$ cat src/rtl/vscale_retire_trace_buf_if.sv
// Retire-trace bus: retire-event capture side plus the drained word stream.
// Ports: trace_en/retire_*/cycle_lo/out_ready driven by master (pipeline + consumer);
//        out_valid/out_data/out_last/level/overflow driven by slave (the trace buffer).
interface vscale_retire_trace_buf_if #(
  parameter int DEPTH_LOG2 = 3
);
  logic                  trace_en;
  logic                  retire_valid;
  logic                  retire_fp;
  logic                  retire_wr;
  logic [4:0]            retire_rd;
  logic [31:0]           retire_pc;
  logic [31:0]           retire_inst;
  logic [31:0]           retire_data;
  logic                  retire_exc;
  logic [3:0]            retire_ecode;
  logic [7:0]            cycle_lo;
  logic                  out_valid;
  logic                  out_ready;
  logic [31:0]           out_data;
  logic                  out_last;
  logic [DEPTH_LOG2:0]   level;
  logic                  overflow;

  modport master (
    output trace_en, retire_valid, retire_fp, retire_wr, retire_rd, retire_pc,
           retire_inst, retire_data, retire_exc, retire_ecode, cycle_lo, out_ready,
    input  out_valid, out_data, out_last, level, overflow
  );

  modport slave (
    input  trace_en, retire_valid, retire_fp, retire_wr, retire_rd, retire_pc,
           retire_inst, retire_data, retire_exc, retire_ecode, cycle_lo, out_ready,
    output out_valid, out_data, out_last, level, overflow
  );
endinterface

$ cat src/rtl/vscale_retire_trace_buf.sv
// Purpose: captures one 4-word record per retired instruction into a record FIFO and
//          drains it as 32-bit words (header, pc, inst, data) on a valid/ready stream.
// Latency: record pushed in cycle N shows its header in cycle N+1 when the FIFO was empty.
// Backpressure: out_ready low holds the current word; a full FIFO drops new records,
//               counting them (saturating at 15) into the next header and setting sticky overflow.
// Ports: i_clk, i_reset (async, active-high); io_trace = slave side of the trace bus.
module vscale_retire_trace_buf #(
  parameter int DEPTH_LOG2 = 3   // must match the DEPTH_LOG2 of the connected interface
) (
  input  logic                        i_clk,
  input  logic                        i_reset,
  vscale_retire_trace_buf_if.slave    io_trace
);

  localparam int DEPTH = 1 << DEPTH_LOG2;
  localparam logic [DEPTH_LOG2:0] LP_FULL = (DEPTH_LOG2 + 1)'(DEPTH);

  typedef struct packed {
    logic [7:0] tag;
    logic       fp;
    logic       wr;
    logic       exc;
    logic [4:0] rd;
    logic [3:0] ecode;
    logic [3:0] drop;
    logic [7:0] cyc;
  } hdr_t;

  logic [31:0]            r_mem [DEPTH][4];
  logic [DEPTH_LOG2-1:0]  r_wr_ptr;
  logic [DEPTH_LOG2-1:0]  r_rd_ptr;
  logic [DEPTH_LOG2:0]    r_level;
  logic [1:0]             r_idx;
  logic [3:0]             r_drop_cnt;
  logic                   r_overflow;

  logic  w_req;
  logic  w_full;
  logic  w_push;
  logic  w_drop;
  logic  w_out_vld;
  logic  w_hs;
  logic  w_pop;
  hdr_t  w_hdr;

  // Full is judged on the registered level only: a final-word pop in the same
  // cycle does not make room for an incoming record.
  assign w_req     = io_trace.retire_valid & io_trace.trace_en;
  assign w_full    = (r_level == LP_FULL);
  assign w_push    = w_req & ~w_full;
  assign w_drop    = w_req & w_full;
  assign w_out_vld = (r_level != '0);
  assign w_hs      = w_out_vld & io_trace.out_ready;
  assign w_pop     = w_hs & (r_idx == 2'd3);

  always_comb begin
    w_hdr       = '0;
    w_hdr.tag   = 8'hA5;
    w_hdr.fp    = io_trace.retire_fp;
    w_hdr.wr    = io_trace.retire_wr;
    w_hdr.exc   = io_trace.retire_exc;
    w_hdr.rd    = io_trace.retire_rd;
    w_hdr.ecode = io_trace.retire_ecode;
    w_hdr.drop  = r_drop_cnt;
    w_hdr.cyc   = io_trace.cycle_lo;
  end

  // Record storage carries no reset; stale contents are never visible because
  // the output is gated by level.
  always_ff @(posedge i_clk) begin
    if (w_push) begin
      r_mem[r_wr_ptr][0] <= w_hdr;
      r_mem[r_wr_ptr][1] <= io_trace.retire_pc;
      r_mem[r_wr_ptr][2] <= io_trace.retire_inst;
      r_mem[r_wr_ptr][3] <= io_trace.retire_wr ? io_trace.retire_data : 32'h0;
    end
  end

  always_ff @(posedge i_clk or posedge i_reset) begin
    if (i_reset) begin
      r_wr_ptr   <= '0;
      r_rd_ptr   <= '0;
      r_level    <= '0;
      r_idx      <= 2'd0;
      r_drop_cnt <= 4'd0;
      r_overflow <= 1'b0;
    end else begin
      if (w_push) begin
        r_wr_ptr <= r_wr_ptr + 1'b1;
      end
      if (w_hs) begin
        r_idx <= r_idx + 2'd1;   // wraps 3 -> 0 on the final word
      end
      if (w_pop) begin
        r_rd_ptr <= r_rd_ptr + 1'b1;
      end
      case ({w_push, w_pop})
        2'b10:   r_level <= r_level + 1'b1;
        2'b01:   r_level <= r_level - 1'b1;
        default: r_level <= r_level;
      endcase
      // Drop count is handed to the header of the next captured record.
      if (w_push) begin
        r_drop_cnt <= 4'd0;
      end else if (w_drop) begin
        if (r_drop_cnt != 4'hF) begin
          r_drop_cnt <= r_drop_cnt + 4'd1;
        end
        r_overflow <= 1'b1;
      end
    end
  end

  assign io_trace.out_valid = w_out_vld;
  assign io_trace.out_data  = w_out_vld ? r_mem[r_rd_ptr][r_idx] : 32'h0;
  assign io_trace.out_last  = w_out_vld & (r_idx == 2'd3);
  assign io_trace.level     = r_level;
  assign io_trace.overflow  = r_overflow;

endmodule
$ cat src/flat_wrapper.sv
// flat-port wrapper written by rule: the top's interface ports become plain ports
module vscale_retire_trace_buf_flat 
#(
  parameter int DEPTH_LOG2 = 3                                                          
)
  (i_clk, i_reset, io_trace_trace_en, io_trace_retire_valid, io_trace_retire_fp, io_trace_retire_wr, io_trace_retire_rd, io_trace_retire_pc, io_trace_retire_inst, io_trace_retire_data, io_trace_retire_exc, io_trace_retire_ecode, io_trace_cycle_lo, io_trace_out_ready, io_trace_out_valid, io_trace_out_data, io_trace_out_last, io_trace_level, io_trace_overflow);
  vscale_retire_trace_buf_if #(.DEPTH_LOG2(DEPTH_LOG2)) io_trace_i ();
  input  logic i_clk;
  input  logic i_reset;
  input wire logic [$bits(io_trace_i.trace_en)-1:0] io_trace_trace_en;
  input wire logic [$bits(io_trace_i.retire_valid)-1:0] io_trace_retire_valid;
  input wire logic [$bits(io_trace_i.retire_fp)-1:0] io_trace_retire_fp;
  input wire logic [$bits(io_trace_i.retire_wr)-1:0] io_trace_retire_wr;
  input wire logic [$bits(io_trace_i.retire_rd)-1:0] io_trace_retire_rd;
  input wire logic [$bits(io_trace_i.retire_pc)-1:0] io_trace_retire_pc;
  input wire logic [$bits(io_trace_i.retire_inst)-1:0] io_trace_retire_inst;
  input wire logic [$bits(io_trace_i.retire_data)-1:0] io_trace_retire_data;
  input wire logic [$bits(io_trace_i.retire_exc)-1:0] io_trace_retire_exc;
  input wire logic [$bits(io_trace_i.retire_ecode)-1:0] io_trace_retire_ecode;
  input wire logic [$bits(io_trace_i.cycle_lo)-1:0] io_trace_cycle_lo;
  input wire logic [$bits(io_trace_i.out_ready)-1:0] io_trace_out_ready;
  output wire logic [$bits(io_trace_i.out_valid)-1:0] io_trace_out_valid;
  output wire logic [$bits(io_trace_i.out_data)-1:0] io_trace_out_data;
  output wire logic [$bits(io_trace_i.out_last)-1:0] io_trace_out_last;
  output wire logic [$bits(io_trace_i.level)-1:0] io_trace_level;
  output wire logic [$bits(io_trace_i.overflow)-1:0] io_trace_overflow;
  assign io_trace_i.trace_en = io_trace_trace_en;
  assign io_trace_i.retire_valid = io_trace_retire_valid;
  assign io_trace_i.retire_fp = io_trace_retire_fp;
  assign io_trace_i.retire_wr = io_trace_retire_wr;
  assign io_trace_i.retire_rd = io_trace_retire_rd;
  assign io_trace_i.retire_pc = io_trace_retire_pc;
  assign io_trace_i.retire_inst = io_trace_retire_inst;
  assign io_trace_i.retire_data = io_trace_retire_data;
  assign io_trace_i.retire_exc = io_trace_retire_exc;
  assign io_trace_i.retire_ecode = io_trace_retire_ecode;
  assign io_trace_i.cycle_lo = io_trace_cycle_lo;
  assign io_trace_i.out_ready = io_trace_out_ready;
  assign io_trace_out_valid = io_trace_i.out_valid;
  assign io_trace_out_data = io_trace_i.out_data;
  assign io_trace_out_last = io_trace_i.out_last;
  assign io_trace_level = io_trace_i.level;
  assign io_trace_overflow = io_trace_i.overflow;
  vscale_retire_trace_buf #(.DEPTH_LOG2(DEPTH_LOG2)) u_core (.i_clk(i_clk), .i_reset(i_reset), .io_trace(io_trace_i));
endmodule
$ cat config.mk
export PLATFORM = sky130hd
export DESIGN_NAME = vscale_retire_trace_buf_flat
export DESIGN_NICKNAME = d
export VERILOG_FILES = /design/src/rtl/vscale_retire_trace_buf_if.sv /design/src/rtl/vscale_retire_trace_buf.sv /design/src/flat_wrapper.sv
export SDC_FILE = /design/constraint.sdc
export NUM_CORES = 1
export LEC_CHECK = 0
export ABC_AREA = 1
export CAP_MARGIN = 20
export CORE_MARGIN = 5
export CORE_UTILIZATION = 40
export CTS_CLUSTER_DIAMETER = 200
export CTS_CLUSTER_SIZE = 16
export DETAILED_ROUTE_END_ITERATION = 8
export GPL_TIMING_DRIVEN = 0
export PLACE_DENSITY = 0.58
export SYNTH_ARGS = -nofsm -noshare
export SYNTH_HDL_FRONTEND = slang
export SYNTH_SLANG_ARGS = --single-unit
$ cat constraint.sdc
create_clock -name i_clk -period 7.59 [get_ports i_clk]
set_input_delay 1.1385 -clock i_clk [delete_from_list [all_inputs] [get_ports i_clk]]
set_output_delay 1.1385 -clock i_clk [all_outputs]
set_load 0.01 [all_outputs]
**Word-level counts from Yosys, hierarchy flattened**

Memories as Yosys holds them, arrays and structs flattened.
Cells that the tools add are included.

- Bits in registers: 17
- Input bits: 121
- Bits in writable memories: 960
- Memories kept: 1

Memory list:

| memory | words | bits a word | read ports | clocked after Yosys merged registers in | write ports | line | RTL |
|---|---|---|---|---|---|---|---|
| u_core.r_mem | 8 | 120 | 1 | 0 | 1 | vscale_retire_trace_buf.sv:29 | `logic [31:0] r_mem [DEPTH][4];` |

- Add/sub/neg operators: 6
- Order comparisons: 1
- Reduce and logical (&&, ||, !) cells: 6
- Muxes and demuxes: 11
- Equal/unequal tests: 5
- Bitwise operators: 9

Operators with widths:

| operator | count |
|---|---|
| $mux 32 | 4 |
| $bmux 32 s2 | 1 |
| $mux 4 | 3 |
| $add 4x1->4 const B | 2 |
| $pmux 4 s2 | 1 |
| $add 3x1->3 const B | 2 |
| $and 1x1->1 | 6 |
| $reduce_bool 2->1 | 3 |
| $eq 2x2->1 const B | 2 |
| $eq 4x4->1 const B | 1 |
| $ne 4x4->1 const B | 1 |
| $reduce_and 2->1 | 2 |
| $reduce_bool 4->1 | 1 |
| $sub 4x1->4 const B | 1 |
| $ge 3x3->1 const B | 1 |
| $not 2->3 | 1 |
| $add 2x1->2 const B | 1 |
| $eq 2x1->1 const B | 1 |
| $mux 1 | 2 |
| $not 1->1 | 2 |

**Depth between registers and ports, before layout**

Gate-level depths: netlist of run 1.

- Depth in word-level cells: 5
- Depth in mapped cells: 13

**Least setup slack after synthesis of run 1**

Ideal clock, no wire load.

- Kind: input-to-reg
- From: in io_trace_retire_valid
- To: mem u_core.r_mem[0][0] (netlist name) (enable)
- Stages on the path: 5
- Arrival: 6.786 ns
- Library setup time: 0.600 ns
- Data required time: 6.990 ns
- Slack: 0.203 ns
- Path buffers: 0
- Cells stage by stage: nand2_1 -> nor2_2 -> inv_1 -> or2_1 -> nor2_1

- Cells in the longest elaborated chain, start to end: 4

Ends and longest elaborated chain:

| item | line | RTL |
|---|---|---|
| start: declaration | flat_wrapper.sv:11 | `input wire logic [$bits(io_trace_i.retire_valid)-1:0] io_trace_retire_valid;` |
| $and 1x1->1 | vscale_retire_trace_buf.sv:48 | `assign w_req = io_trace.retire_valid & io_trace.trace_en;` |
| $and 1x1->1 | vscale_retire_trace_buf.sv:50 | `assign w_push = w_req & ~w_full;` |
| $mux 1 | vscale_retire_trace_buf.sv:71 | `if (w_push) begin` |
| $mux 1 | vscale_retire_trace_buf.sv:75 | `r_mem[r_wr_ptr][3] <= io_trace.retire_wr ? io_trace.retire_data : 32'h0;` |
| end: declaration | vscale_retire_trace_buf.sv:29 |  |

Every way passes these cells.

**Worst setup path in the final report of run 1**

- From: reg u_core.r_idx[0]
- To: out io_trace_out_data[23]

- Cells in the longest elaborated chain, start to end: 5

Ends and longest elaborated chain:

| item | line | RTL |
|---|---|---|
| start: declaration | vscale_retire_trace_buf.sv:33 | `logic [1:0] r_idx;` |
| start signal: assignment | vscale_retire_trace_buf.sv:92 | `r_idx <= r_idx + 2'd1;` |
| $not 2->3 (not written as such) | vscale_retire_trace_buf.sv:115 | `assign io_trace.out_data = w_out_vld ? r_mem[r_rd_ptr][r_idx] : 32'h0;` |
| $bmux 32 s2 | vscale_retire_trace_buf.sv:115 |  |
| $mux 32 (not written as such) (2 in series) | vscale_retire_trace_buf.sv:115 |  |
| $mux 32 | vscale_retire_trace_buf.sv:115 |  |
| end: declaration | flat_wrapper.sv:23 | `output wire logic [$bits(io_trace_i.out_data)-1:0] io_trace_out_data;` |

Every way passes these cells. The select of a mux whose other input is x is not followed.

==> results of run 1 <==
## layer usage
metal  vias up  part of all wire [%]  global-route usage, %
li1      12359                     -                      -
met1     13129                    42                  31.23
met2      1193                    46                  35.55
met3       194                   9.7                  5.126
met4        14                   2.6                  6.063
met5         -                 0.078                      0
## registers in the layout (all words and copies together) (netlist names)
| signal | flops |
|---|---|
| u_core.r_drop_cnt | 4 |
| u_core.r_wr_ptr | 3 |
| u_core.io_trace.level | 4 |
| u_core.r_idx | 2 |
| u_core.io_trace.overflow | 1 |
| u_core.r_rd_ptr | 3 |
| u_core.r_mem | 960 |
## power by group
group,leakage (nW),switching [W],internal [W],total (W)
sequential,8.92,0.000118,0.00636,0.00647
combinational,6.93,0.00536,0.00215,0.00752
clock,0.933,0.00177,0.00173,0.00350
total,16.8,0.00725,0.0102,0.0175
## Yosys cell counts, types with 4 or more instances
cell	number	area, um^2
sky130_fd_sc_hd__buf_2	101	505.5
sky130_fd_sc_hd__xor2_1	6	52.55
sky130_fd_sc_hd__o211ai_1	16	120.1
sky130_fd_sc_hd__edfxtp_1	960	28830
sky130_fd_sc_hd__o21ai_1	21	105.1
sky130_fd_sc_hd__inv_1	108	405.4
sky130_fd_sc_hd__nor2_1	260	975.9
sky130_fd_sc_hd__o22ai_1	24	150.1
sky130_fd_sc_hd__o21ai_0	150	750.7
sky130_fd_sc_hd__a21oi_1	9	45.04
sky130_fd_sc_hd__nand2_1	1054	3956
sky130_fd_sc_hd__buf_1	19	71.32
sky130_fd_sc_hd__buf_4	27	202.7
sky130_fd_sc_hd__nand3_1	564	2823
sky130_fd_sc_hd__buf_6	11	123.9
sky130_fd_sc_hd__clkbuf_1	51	191.4
sky130_fd_sc_hd__ha_1	7	87.58
sky130_fd_sc_hd__inv_2	4	15.01
sky130_fd_sc_hd__dfrtp_1	17	425.4
## logic make-up (layout without fill, tap and decap cells)
group	count (synthesis)	count (layout)	synth area share, %
buf+inv	322	607	3.812
xor+xnor	9	9	0.1975
flops	977	977	73.30
simple gates	1884	1884	19.53
compound gates	220	220	2.935
fa+ha+maj	7	7	0.2195
other cells	0	5	0
## stage by stage
step	setup TNS, ns	area (um^2)	instances	setup WS, ns
after floorplan	0	39910	3419	0.2032
after global placement	-5167.72	43110	4865	-5.723
after detailed placement	0	44050	4906	2.914
after CTS	0	45950	4991	2.199
after global routing	0	45960	4993	1.957
final	0	45970	4996	2.082
## placed cells by master, fill, tap and decap left out, drive strengths merged
cell type / synthesis / routed
or2: 2 / 2
xnor2: 3 / 3
diode: 0 / 5
nand3: 564 / 564
nor2: 261 / 261
o211ai: 16 / 16
nor3: 2 / 2
edfxtp: 960 / 960
a21oi: 9 / 9
buf: 158 / 199
clkdlybuf4s50: 0 / 159
nor4: 1 / 1
nand2: 1054 / 1054
ha: 7 / 7
xor2: 6 / 6
dfrtp: 17 / 17
inv: 113 / 118
o21ai: 171 / 171
o22ai: 24 / 24
clkbuf: 51 / 131
## how the worst min path moves through the flow
stage / from / end / slack, ns / cells past startpoint
final: u_core.io_trace.overflow / u_core.io_trace.overflow / 0.48 / 1
after CTS: u_core.io_trace.overflow / u_core.io_trace.overflow / 0.48 / 1
after global placement: u_core.io_trace.overflow / u_core.io_trace.overflow / 0.45 / 1
after floorplan: u_core.r_wr_ptr[0] / u_core.r_wr_ptr[0] / 0.49 / 2
after detailed placement: u_core.io_trace.overflow / u_core.io_trace.overflow / 0.46 / 1
after global routing: u_core.io_trace.overflow / u_core.io_trace.overflow / 0.50 / 1
## worst max-delay path, stage by stage, from the launching register on
cell	delay [ns]
sky130_fd_sc_hd__dfrtp_1	0.46
sky130_fd_sc_hd__inv_1	0.12
sky130_fd_sc_hd__clkbuf_1	0.79
sky130_fd_sc_hd__clkbuf_1	0.86
sky130_fd_sc_hd__nand2_1	0.13
sky130_fd_sc_hd__nand3_1	0.13
sky130_fd_sc_hd__nand2_1	0.07
sky130_fd_sc_hd__nor2_1	0.50
sky130_fd_sc_hd__clkdlybuf4s50_1	0.65
## cell type report
class                   instances  area [um^2]
repair buffers                200         2472
multi-input cells            2120         9193
diodes                          5        12.51
inverters                     113        426.7
plain buffers                 209         1095
flip-flops and latches        977        29250
clock buffers                  80         1853
clock inverters                 5        51.30
well taps                    1287         1610
fillers                      8891        52740
==> flow_metrics.tcl, run 1 <==
set metrics [dict create \
    run_status "finished, final reports clean" \
    grt-ovfl-total 0 \
    post_layout_nets 3820 \
    vdd_ir_drop_max_v 0.0002375 \
    synth.cell_area_mm2 0.03991 \
    synth.lib_cells_used.distinct 27 \
    drt_pass1_iterations 6 \
    yosysWarnings 0 \
    largest_buffer_count_on_any_clock_path 3 \
    grt_antenna_before_repair 13 \
    worst_setup_path_start_kind "register" \
    number_of_h_tree_levels 3 \
    regToRegStartpoint "u_core.io_trace.level[1]" \
    drive_gt1_share_pct 7.397 \
    grt_start_max_net_pins 29 \
    fp.dieH_um 325.9 \
    max_slew_margin_pct 26.41 \
    remaining_drc_errors 0 \
    finClkSkew_ns 0.02031 \
    r2r_end "u_core.io_trace.level[2]" \
    r2r_slack_ns 4.23 \
    clockRootBuffer "sky130_fd_sc_hd__clkbuf_16" \
    design.core.area_mm2 0.09871 \
    tritoncts.num_buffers 71 \
    cts_setup_buffers 0 \
    dpl.hpwl_um 83610 \
    time_the_worst_path_needs_with_i_o_delays_and_setup_ns 5.508 \
    clock.fmax_mhz 181.5 \
    tritoncts_num_sinks 977 \
    gp_routability_congestion 0.8694 \
    floorplan.rows 115 \
    grt_pass1_vias 25494 \
    power_density_of_the_placed_cells_mw_per_mm2 380.6 \
    setup_violations 0 \
    dr_total_vias 26889 \
    area_delta_synth_final_pct 15.18 \
    synth-seq-cells 977 \
    timing.final.crit_share_pct 72.57 \
    tightestPinTransition_ns 1.098 \
    post-route-util_pct 46.57 \
    globalRouteTotalUtil_pct 22.35 \
    maxCapViolations 0 \
    timing_max_transition_violations_final 0 \
    critPathMaxFanout 10 \
    clk_transition_reported_paths_ns 0.07 \
    synth_enable_flop_cells 960 \
    fp.dieArea_mm2 0.1062 \
    clk_latency_ns 0.64 \
    routed_wire_length_per_instance_um 24.30 \
    fin_total_pwr_w 0.01749 \
    avgSynthCellArea_um2 11.67 \
    ys_seq_area_share_pct 73.30 \
    detail_route.vias_per_cell 5.382 \
    starting_utilization_of_the_core_area_pct 40.43 \
    die_width_um 325.9 \
    totalWireLength_um 121400 \
    criticalPathCategory "reg -> out" \
    total_of_buffers_placed_on_input_and_output_ports 159 \
    crit_required_ns 6.45 \
    crit_path_end_kind "output pin" \
    unrepaired_setup_endpoints_after_global_routing "false" \
    tritoncts "yes" \
    hold_buffers 0 \
    design.portCount 160 \
    postSynthCellCount 3419 \
    detailedRoute.firstIterationViolations 2926 \
    detail-route-antenna-nets 0 \
    critical_path.startpoint "u_core.r_idx[0]" \
    power_leakage_nw 16.78 \
    timing.hold.worst.class "reg -> reg" \
    critPathCapture "io_trace_out_data[23]" \
    grt_pass1_wl_um 174800 \
    ys_async_sr_fraction_pct 1.740 \
    finalHoldViolCount 0 \
    fin_worst_hold_slack_ns 0.4776 \
    worst-r2r-cell-count 12 \
    worst-endpoint-arrival_ns 4.37 \
    synth_ff_type "sky130_fd_sc_hd__edfxtp_1" \
    postSynthNetCount 3547 \
    post_cts.resized_instances 0 \
]
No activity file was read; power rests on OpenSTA's default activity.
==> run 2: changes to the inputs <==
--- a/config.mk
+++ b/config.mk
@@ -13,7 +13,7 @@
 export CTS_CLUSTER_SIZE = 16
 export DETAILED_ROUTE_END_ITERATION = 8
 export GPL_TIMING_DRIVEN = 0
-export PLACE_DENSITY = 0.58
+export PLACE_DENSITY = 0.6
 export SYNTH_ARGS = -nofsm -noshare
 export SYNTH_HDL_FRONTEND = slang
 export SYNTH_SLANG_ARGS = --single-unit
==> constraint.sdc (replaced) <==
create_clock -name i_clk -period 4.4 [get_ports i_clk]
set_input_delay 0.66 -clock i_clk [delete_from_list [all_inputs] [get_ports i_clk]]
set_output_delay 0.66 -clock i_clk [all_outputs]
set_load 0.01 [all_outputs]
==> run 2 against run 1 <==
Largest cell class unchanged. Global-route usage is 0.058 points lower. Non-clock buffer count unchanged. Critical path depth increased by 1. Combinational power is 77% higher. Wire length down 0.61%. Worst hold slack worse by 0.0070 ns. Power rose by 75%. Design area is 0.47% higher. Sequential power grew 73%.
==> flow_metrics.tcl, run 2 (synthesis results as in run 1) <==
set metrics [dict create \
    tightestPinTransition_ns 1.138 \
    gp_routability_congestion 0.8617 \
    detailedRoute.firstIterationViolations 2967 \
    fin_worst_hold_slack_ns 0.4706 \
    starting_utilization_of_the_core_area_pct 40.43 \
    dr_total_vias 26913 \
    globalRouteTotalUtil_pct 22.29 \
    r2r_slack_ns 1.21 \
    drt_pass1_iterations 5 \
    switching_share_pct 41.61 \
    worst-endpoint-arrival_ns 3.70 \
    die_width_um 325.9 \
    tritoncts "yes" \
    power_switching_w 0.01270 \
    placedInstanceArea_mm2 0.04404 \
    finish.cell_count_without_fillers 5005 \
    cell_chain_critical_path "buf_4 > buf_1 > nand3_1 > nand2_1 > nand2_1 > nand2_1 > nor2_1 > nor2_1 > clkdlybuf4s50_1" \
    worst_setup_path_start_kind "register" \
    postLayoutCellArea_mm2 0.04618 \
    detail_route.vias_per_cell 5.377 \
    critical_path.startpoint "u_core.r_rd_ptr[2]" \
    largest_register_ffs 960 \
    floorplan.rows 115 \
    routed_wire_length_per_instance_um 24.11 \
    clkPwrFrac_pct 19.9 \
    crit_required_ns 3.74 \
    power_leakage_nw 16.88 \
    clock.fmax_mhz 229.1 \
    run_status "finished, final reports clean" \
    tritoncts_num_sinks 977 \
    timing.hold.worst.class "reg -> reg" \
    grt_pass1_vias 25575 \
    final_common_cell "sky130_fd_sc_hd__nand2_1" \
    cpPeakStageDelay_ns 0.61 \
    time_the_worst_path_needs_with_i_o_delays_and_setup_ns 4.365 \
    design.core.area_mm2 0.09871 \
    dpl.hpwl_um 83220 \
    critical_path_buf_inv_count 3 \
    power.share.combinational_pct 43.5 \
    post_layout_nets 3820 \
    clk_transition_reported_paths_ns 0.08 \
    finClkSkew_ns 0.03780 \
    timing_max_transition_violations_final 0 \
    drive_gt1_share_pct 8.892 \
    largest_buffer_count_on_any_clock_path 3 \
    crit_path_end_kind "output pin" \
    grt-ovfl-total 0 \
    numPlacedInstances 4905 \
    critical_path.most_common_cell "sky130_fd_sc_hd__nand2_1" \
    grt_start_max_net_pins 29 \
    grt_antenna_before_repair 12 \
    power_report.internal_total_w 0.01783 \
    worst-r2r-cell-count 9 \
    max_slew_margin_pct 24.12 \
    holdCritStartpoint "u_core.io_trace.overflow" \
    totalWireLength_um 120700 \
    finalHoldViolCount 0 \
    maxCapViolations 0 \
    critical_path_cell_with_the_highest_stage_delay "sky130_fd_sc_hd__clkdlybuf4s50_1" \
    vdd_ir_drop_max_v 0.0005055 \
    detail-route-antenna-nets 0 \
    fin_total_pwr_w 0.03053 \
    grt_pass1_wl_um 174700 \
    total_of_buffers_placed_on_input_and_output_ports 159 \
    fp.dieArea_mm2 0.1062 \
    clk_latency_ns 0.65 \
    seq_power_share_pct 36.6 \
    timing.final.crit_share_pct 99.20 \
    top_register_by_number_of_flip_flops "u_core.r_mem" \
    setup_violations 0 \
    power_density_of_the_placed_cells_mw_per_mm2 661.1 \
    area_delta_synth_final_pct 15.72 \
    tritoncts.num_buffers 71 \
    clockRootBuffer "sky130_fd_sc_hd__clkbuf_16" \
    r2r_end "u_core.r_mem[7][49]" \
    fp.dieH_um 325.9 \
    cts_setup_buffers 0 \
    regToRegStartpoint "u_core.io_trace.level[1]" \
    design.portCount 160 \
    remaining_drc_errors 0 \
    hold_depth 1 \
    cp_top_family "buffers and inverters" \
    worst_hold_endpoint "u_core.io_trace.overflow" \
    critPathMaxFanout 10 \
    number_of_h_tree_levels 3 \
    final_cell_mix "sky130_fd_sc_hd__nand2_1 (1054), sky130_fd_sc_hd__edfxtp_1 (960), sky130_fd_sc_hd__nand3_1 (564)" \
    criticalPathCategory "reg -> out" \
    timing.setup.tns_ns 0 \
]
## run 2: worst max-delay path by stage
| stage | end | depth (start not counted) |
|---|---|---|
| finish | io_trace_out_data[11] | 9 |
| global route | io_trace_out_data[17] | 11 |
| CTS | io_trace_out_data[12] | 10 |
| detailed placement | io_trace_out_data[3] | 8 |
| global placement | u_core.r_mem[2][20] | 6 |
| floorplan | u_core.r_mem[4][0] | 5 |
## run 2: worst register-to-register path: cells and delay by family (launching register included)
| kind | cells | cell delay (ns) |
|---|---|---|
| simple gates | 5 | 1.54 |
| buf+inv | 4 | 0.87 |
| flops | 1 | 0.44 |
## run 2: cell type report
cell class	instances	area, um^2
clock buffers	87	1858
well taps	1287	1610
diodes	7	17.52
fillers	8828	52530
clock inverters	5	58.81
multi-input cells	2120	9323
repair buffers	200	2471
flip-flops and latches	977	29250
plain buffers	209	1164
inverters	113	426.7
## run 2: repair_timing
action	4_1_cts	5_1_grt
pin swaps	1	2
hold endpoints to repair	0	0
endpoints found under the setup margin	28	22
resized for setup	47	42
hold buffers	0	0
## run 2: routing by layer
metal  wire (um)  track usage (%)  up-vias
li1            -                -    12375
met1       49720            30.45    13201
met2       55500            35.58     1161
met3       11900            5.673      166
met4        3487            6.551       10
met5          70                0        -
## run 2: power groups by stage
stage	clock network, W	registers [W]	logic [W]
floorplan	0	0.0114	0.00684
global placement	0	0.0115	0.0125
detailed placement	0	0.0114	0.0128
CTS	0.00612	0.0112	0.0130
global route	0.00649	0.0112	0.0142
finish	0.00608	0.0112	0.0133
## run 2: stage by stage
stage                     utilization [%]  setup WS, ns
final                               46.79       0.03517
after global routing                46.77     -0.008572
after CTS                           46.66       0.01155
after detailed placement            44.61        0.1240
after floorplan                         -       -0.5152
after global placement              43.71        -4.274
